### src/rtl/eth_pkg.sv
// rtl/eth_pkg.sv - shared Ethernet receive constants, FSM encoding and CRC-32 byte step
package eth_pkg;

  localparam logic [7:0]  PREAMBLE_BYTE = 8'h55;
  localparam logic [7:0]  SFD_BYTE      = 8'hD5;
  localparam logic [31:0] CRC_POLY      = 32'hEDB88320;
  localparam logic [31:0] CRC_INIT      = 32'hFFFFFFFF;
  localparam logic [31:0] CRC_RESIDUE   = 32'hDEBB20E3;

  typedef enum logic [1:0] {
    ST_IDLE,
    ST_PREAMBLE,
    ST_DATA,
    ST_DROP
  } rx_state_e;

  // Reflected CRC-32, one data bit per step, LSB first.
  function automatic logic [31:0] crc32_byte(input logic [31:0] crc, input logic [7:0] data);
    logic [31:0] c;
    c = crc;
    for (int i = 0; i < 8; i++) begin
      c = (c[0] ^ data[i]) ? ((c >> 1) ^ CRC_POLY) : (c >> 1);
    end
    return c;
  endfunction

endpackage

### src/rtl/crc32_d8.sv
// rtl/crc32_d8.sv - byte-wide CRC-32 register with init, enable and residue flag
module crc32_d8
  import eth_pkg::*;
(
  input  logic       clk,
  input  logic       rst,
  input  logic       init_i,
  input  logic       en_i,
  input  logic [7:0] data_i,
  output logic       residue_ok_o
);

  logic [31:0] crc_q;
  logic [31:0] crc_d;

  always_comb begin
    crc_d = crc_q;
    if (init_i) begin
      crc_d = CRC_INIT;
    end else if (en_i) begin
      crc_d = crc32_byte(crc_q, data_i);
    end
  end

  always_ff @(posedge clk) begin
    if (rst) begin
      crc_q <= CRC_INIT;
    end else begin
      crc_q <= crc_d;
    end
  end

  assign residue_ok_o = (crc_q == CRC_RESIDUE);

endmodule

### src/rtl/gmii_rx_fcs_strip.sv
// rtl/gmii_rx_fcs_strip.sv - GMII RX preamble/SFD hunt, FCS strip, CRC check and stats
module gmii_rx_fcs_strip
  import eth_pkg::*;
#(
  parameter int MAX_PREAMBLE    = 7,
  parameter int MAX_FRAME_BYTES = 2100
) (
  input  logic        clk,
  input  logic        rst,
  input  logic [7:0]  gmii_rxd,
  input  logic        gmii_rx_dv,
  input  logic        gmii_rx_er,
  output logic [7:0]  gmii_data,
  output logic        gmii_data_valid,
  output logic [31:0] cnt_frame_ok,
  output logic [31:0] cnt_crc_err,
  output logic [31:0] cnt_drop
);

  localparam logic [7:0]  MAX_PRE_L   = 8'(MAX_PREAMBLE);
  localparam logic [15:0] MAX_FRAME_L = 16'(MAX_FRAME_BYTES);

  rx_state_e       state_q;
  logic            armed_q;
  logic [7:0]      pre_cnt_q;
  logic [15:0]     byte_cnt_q;
  logic [3:0][7:0] dly_q;
  logic            crc_init;
  logic            crc_en;
  logic            crc_ok;

  assign crc_init = gmii_rx_dv && (gmii_rxd == SFD_BYTE) &&
                    (((state_q == ST_IDLE) && armed_q) || (state_q == ST_PREAMBLE));
  assign crc_en   = (state_q == ST_DATA) && gmii_rx_dv && !gmii_rx_er;

  crc32_d8 u_crc (
    .clk          (clk),
    .rst          (rst),
    .init_i       (crc_init),
    .en_i         (crc_en),
    .data_i       (gmii_rxd),
    .residue_ok_o (crc_ok)
  );

  // armed_q keeps a frame cut by reset from being re-hunted until rx_dv idles.
  always_ff @(posedge clk) begin
    if (rst) begin
      state_q         <= ST_IDLE;
      armed_q         <= 1'b0;
      pre_cnt_q       <= '0;
      byte_cnt_q      <= '0;
      dly_q           <= '0;
      gmii_data       <= '0;
      gmii_data_valid <= 1'b0;
      cnt_frame_ok    <= '0;
      cnt_crc_err     <= '0;
      cnt_drop        <= '0;
    end else begin
      if (!gmii_rx_dv) armed_q <= 1'b1;
      case (state_q)
        ST_IDLE: begin
          if (gmii_rx_dv && armed_q) begin
            if (gmii_rxd == PREAMBLE_BYTE) begin
              state_q   <= ST_PREAMBLE;
              pre_cnt_q <= 8'd1;
            end else if (gmii_rxd == SFD_BYTE) begin
              state_q    <= ST_DATA;
              byte_cnt_q <= '0;
              dly_q      <= '0;
            end else begin
              state_q  <= ST_DROP;
              cnt_drop <= cnt_drop + 32'd1;
            end
          end
        end
        ST_PREAMBLE: begin
          if (!gmii_rx_dv) begin
            state_q <= ST_IDLE;
          end else if (gmii_rxd == PREAMBLE_BYTE) begin
            if (pre_cnt_q == MAX_PRE_L) begin
              state_q  <= ST_DROP;
              cnt_drop <= cnt_drop + 32'd1;
            end else begin
              pre_cnt_q <= pre_cnt_q + 8'd1;
            end
          end else if (gmii_rxd == SFD_BYTE) begin
            state_q    <= ST_DATA;
            byte_cnt_q <= '0;
            dly_q      <= '0;
          end else begin
            state_q  <= ST_DROP;
            cnt_drop <= cnt_drop + 32'd1;
          end
        end
        ST_DATA: begin
          if (!gmii_rx_dv) begin
            gmii_data_valid <= 1'b0;
            state_q         <= ST_IDLE;
            if (byte_cnt_q < 16'd5) cnt_drop <= cnt_drop + 32'd1;
            else if (crc_ok)        cnt_frame_ok <= cnt_frame_ok + 32'd1;
            else                    cnt_crc_err <= cnt_crc_err + 32'd1;
          end else if (gmii_rx_er) begin
            gmii_data_valid <= 1'b0;
            state_q         <= ST_DROP;
            cnt_drop        <= cnt_drop + 32'd1;
          end else begin
            dly_q      <= {dly_q[2:0], gmii_rxd};
            byte_cnt_q <= byte_cnt_q + 16'd1;
            if (byte_cnt_q >= 16'd4) begin
              gmii_data       <= dly_q[3];
              gmii_data_valid <= 1'b1;
            end
            if (byte_cnt_q + 16'd1 == MAX_FRAME_L) begin
              gmii_data_valid <= 1'b0;
              state_q         <= ST_DROP;
              cnt_drop        <= cnt_drop + 32'd1;
            end
          end
        end
        ST_DROP: begin
          gmii_data_valid <= 1'b0;
          if (!gmii_rx_dv) state_q <= ST_IDLE;
        end
        default: state_q <= ST_IDLE;
      endcase
    end
  end

endmodule

### config.mk
export PLATFORM = sky130hd
export DESIGN_NAME = gmii_rx_fcs_strip
export DESIGN_NICKNAME = d
export VERILOG_FILES = /design/src/rtl/eth_pkg.sv /design/src/rtl/crc32_d8.sv /design/src/rtl/gmii_rx_fcs_strip.sv
export SDC_FILE = /design/constraint.sdc
export NUM_CORES = 1
export LEC_CHECK = 0
export BUFFER_PORTS_ARGS = -buffer_cell sky130_fd_sc_hd__buf_2
export CAP_MARGIN = 20
export CELL_PAD_IN_SITES_DETAIL_PLACEMENT = 0
export CELL_PAD_IN_SITES_GLOBAL_PLACEMENT = 1
export CORE_UTILIZATION = 45
export CTS_BUF_LIST = sky130_fd_sc_hd__clkbuf_2
export CTS_CLUSTER_SIZE = 25
export DETAILED_ROUTE_END_ITERATION = 8
export PLACE_DENSITY = 0.83
export SLEW_MARGIN = 20
export SYNTH_ARGS = -nofsm -noshare
export SYNTH_HDL_FRONTEND = slang
export SYNTH_SLANG_ARGS = --single-unit
### constraint.sdc
create_clock -name clk -period 5.95 [get_ports clk]
set_clock_uncertainty 0.05 [all_clocks]
set_input_delay 0.595 -clock clk [delete_from_list [all_inputs] [get_ports clk]]
set_output_delay 0.595 -clock clk [all_outputs]
set_load 0.02 [all_outputs]
==> results.json <==
{
  "drt-wirelength-per-cell_um": 15.8,
  "layout_worst_path_cycle_share_pct": 57.9,
  "clock-root-buffer": "sky130_fd_sc_hd__clkbuf_2",
  "numCtsBuffers": 17,
  "total_of_warnings_raised_by_yosys": 0,
  "layout-area-overhead-vs-synth_pct": 10.2,
  "hold_end": "dly_q[1]$_SDFFE_PP0P_",
  "die-height_um": 150,
  "met1_grt_util_pct": 31.1,
  "syn_nets": 1195,
  "chipWidth_um": 150,
  "vias_per_cell": 5.56,
  "grt_first_pass_wirelength_um": 39400,
  "grt_start_max_net_pins": 91,
  "rr_startpoint": "state_q[1]$_SDFFE_PP0P_",
  "cts.reportedPaths.clkPinSlew_ps": 300,
  "timing.final.crit_period_ps": 3450,
  "vias": 8546,
  "drc_violations": 0,
  "finalWeightedCongestion": 0.845,
  "postSynthRegisterBits": 196,
  "synth.yosys.seq_area_share_pct": 39.9,
  "cts.path.max_buffers": 2,
  "p_per_area_mw_per_mm2": 279,
  "drt-initial-drc-count": 584,
  "p_total_uw": 3020,
  "postLayoutCoreUtil_pct": 51.0,
  "grt-ovfl-total": 0,
  "core-area_mm2": 0.0212,
  "row_count": 53,
  "worst-path-max-fanout": 21,
  "clock_latency_ps": 780,
  "crit_path_end_kind": "flip-flop",
  "regToRegEndpoint": "cnt_drop[8]$_SDFFE_PP0P_",
  "setup_repair_after_global_routing_missed_its_margin": "false",
  "synth.distinct_cells": 65,
  "initial_antenna_violation_count": 1,
  "port-buffer-count": 116,
  "critical_path.startpoint_type": "flip-flop",
  "critPathRequiredTime_ps": 6550,
  "ant_nets": 0,
  "achievable_freq_mhz": 290,
  "vdd_drop_max_uv": 175,
  "grt_most_used_layer": "met2",
  "dr.pass1.iters": 5,
  "globalRouteMet3Util_pct": 3.20,
  "mostFrequentLayoutCell": "sky130_fd_sc_hd__dfxtp_1",
  "synth_async_sr_flop_share_pct": 0,
  "worst_r2r_path_depth": 8,
  "synth.cell_area_mm2": 0.00982,
  "mostFrequentLayoutCells": "196 x sky130_fd_sc_hd__dfxtp_1, 141 x sky130_fd_sc_hd__nor2_1, 119 x sky130_fd_sc_hd__nand2_1, 115 x sky130_fd_sc_hd__buf_2, 81 x sky130_fd_sc_hd__xnor2_1",
  "max_cap_violations": 0,
  "grt_util_met2_pct": 33.6,
  "filler_cell_count": 2081,
  "hold_class": "in2reg",
  "post_synthesis_cell_count": 1172,
  "synth_enable_flop_cells": 0,
  "synthDominantAreaCellType": "sky130_fd_sc_hd__dfxtp_1",
  "drive_above_1_share_pct": 14.4,
  "setup.worst_path.class": "reg2reg",
  "hp-start": "gmii_rxd[1]",
  "run_status": "finished clean",
  "fin_nets": 1272,
  "totalNegativeSetupSlack_ps": 0,
  "mean_cell_area_of_the_mapped_netlist_um2": 8.38,
  "synth_top_area_share_pct": 39.9,
  "slew_violations": 0,
  "tightest_slew_ps": 1000,
  "dp_hpwl_um": 16500,
  "finalWirelength_um": 24300,
  "start_util_pct": 46.3,
  "h-tree-depth": 4,
  "die_footprint_mm2": 0.0224,
  "tritoncts": "built",
  "maxSlewHeadroom_pct": 32.8,
  "setup_violations": 0,
  "groute.usage.overall_pct": 21.7,
  "vias_in_the_first_global_route": 7627,
  "hold_path_depth": 3,
  "synth_area_leaders": "sky130_fd_sc_hd__dfxtp_1 40%, sky130_fd_sc_hd__xnor2_1 7.2%, sky130_fd_sc_hd__nor2_1 5.4%",
  "timing.critical_path.arrival_ps": 4040,
  "timing.final.hold_violations": 0,
  "top_level_ports": 117,
  "postcts_setup_bufs": 0,
  "static-leakage-power_uw": 0.00419,
  "synth_ff_type": "sky130_fd_sc_hd__dfxtp_1",
  "clock_sink_total": 196,
  "ff2ff_setup_slack_ps": 2500
}
-- worst max path at each step --
stage,from,endpoint,slack (ps)
2_1_floorplan,byte_cnt_q[0]$_SDFFE_PP0P_,cnt_drop[19]$_SDFFE_PP0P_,3420
5_1_grt,state_q[1]$_SDFFE_PP0P_,cnt_drop[19]$_SDFFE_PP0P_,2270
4_1_cts,state_q[1]$_SDFFE_PP0P_,cnt_drop[19]$_SDFFE_PP0P_,2560
3_5_place_dp,state_q[1]$_SDFFE_PP0P_,cnt_drop[8]$_SDFFE_PP0P_,2620
6_report,state_q[1]$_SDFFE_PP0P_,cnt_drop[8]$_SDFFE_PP0P_,2500
3_3_place_gp,state_q[1]$_SDFFE_PP0P_,cnt_drop[8]$_SDFFE_PP0P_,2640
-- what timing repair did --
action | 4_1_cts | 5_1_grt
endpoints found under the setup margin | 0 | 0
hold buffers | 4 | 0
resized for setup | 0 | 0
hold endpoints to repair | 4 | 0
-- final cells by class --
class                      instances  area, µm²  area share (%)
multi-input combinational        878       5510            50.9
sequential                       196       3920            36.2
timing repair buffer             125        661            6.10
tap                              275        344            3.18
clock inverter                    15        186            1.72
inverter                          31        116            1.07
clock buffer                      17       85.1           0.786
antenna                            1       2.50          0.0231
-- power by group --
part / total (µW) / switching, µW / leakage [µW] / internal, µW
clock: 708 / 525 / 0.000157 / 184
sequential: 1400 / 40.7 / 0.00158 / 1360
combinational: 915 / 617 / 0.00246 / 298
-- routing by layer --
metal  part of all wire, %  up-vias
met4                  0.99        0
met5                     0        -
li1                      -     4307
met2                    46      213
met3                   4.6       15
met1                    49     4011
-- logic make-up after synthesis --
logic type / after synthesis / share of synthesized area [%]
AND/OR/NAND/NOR: 501 / 26.3
AO/OA/AOI/OAI: 221 / 15.0
flip-flops: 196 / 39.9
XOR/XNOR: 134 / 12.1
buffers and inverters: 98 / 4.08
multiplexers: 11 / 1.13
adder cells (fa/ha/maj): 11 / 1.40
-- sequential cells by signal (all words and copies together) (netlist names) --
signal           cells
pre_cnt_q            8
cnt_crc_err         32
cnt_frame_ok        32
armed_q              1
gmii_data            8
byte_cnt_q          16
gmii_data_valid      1
cnt_drop            32
u_crc.crc_q         32
dly_q               32
state_q              2
-- stage by stage --
step	cell area, µm²	instances	worst slack [ps]	hold WS [ps]
after floorplan	9820	1172	3420	381
after global placement	10500	1501	2640	392
after detailed placement	10500	1501	2620	397
after CTS	10800	1537	2560	37.4
after global routing	10800	1538	2270	12.1
final	10800	1538	2500	110
-- cell usage after synthesis, types with 6 or more instances --
cell / n
sky130_fd_sc_hd__dfxtp_1: 196
sky130_fd_sc_hd__nor2_1: 142
sky130_fd_sc_hd__nand2_1: 119
sky130_fd_sc_hd__xnor2_1: 81
sky130_fd_sc_hd__nand3_1: 62
sky130_fd_sc_hd__clkbuf_1: 53
sky130_fd_sc_hd__xor2_1: 51
sky130_fd_sc_hd__a21oi_1: 42
sky130_fd_sc_hd__o21ai_0: 42
sky130_fd_sc_hd__o211ai_1: 36
sky130_fd_sc_hd__nor3_1: 32
sky130_fd_sc_hd__a22oi_1: 31
sky130_fd_sc_hd__inv_1: 31
sky130_fd_sc_hd__nand4_1: 29
sky130_fd_sc_hd__and3_1: 19
sky130_fd_sc_hd__or3_1: 13
sky130_fd_sc_hd__a211oi_1: 12
sky130_fd_sc_hd__a31oi_1: 12
sky130_fd_sc_hd__ha_1: 11
sky130_fd_sc_hd__and4_1: 10
sky130_fd_sc_hd__mux2i_1: 10
sky130_fd_sc_hd__nor4_1: 10
sky130_fd_sc_hd__buf_2: 8
sky130_fd_sc_hd__and2_1: 7
sky130_fd_sc_hd__nor2b_1: 7
sky130_fd_sc_hd__o31ai_1: 7
sky130_fd_sc_hd__a41oi_1: 6
-- worst max-delay path, stage by stage, from the launching register on --
cell and delay, ps:
sky130_fd_sc_hd__dfxtp_1 430, sky130_fd_sc_hd__inv_1 80, sky130_fd_sc_hd__ha_1 300, sky130_fd_sc_hd__or2_2 330, sky130_fd_sc_hd__a21oi_1 440, sky130_fd_sc_hd__and4_1 880, sky130_fd_sc_hd__nand2_1 150, sky130_fd_sc_hd__nor2_1 470
sky130_fd_sc_hd__a221oi_1 180
Note: power is estimated with default switching activity, not from simulation.
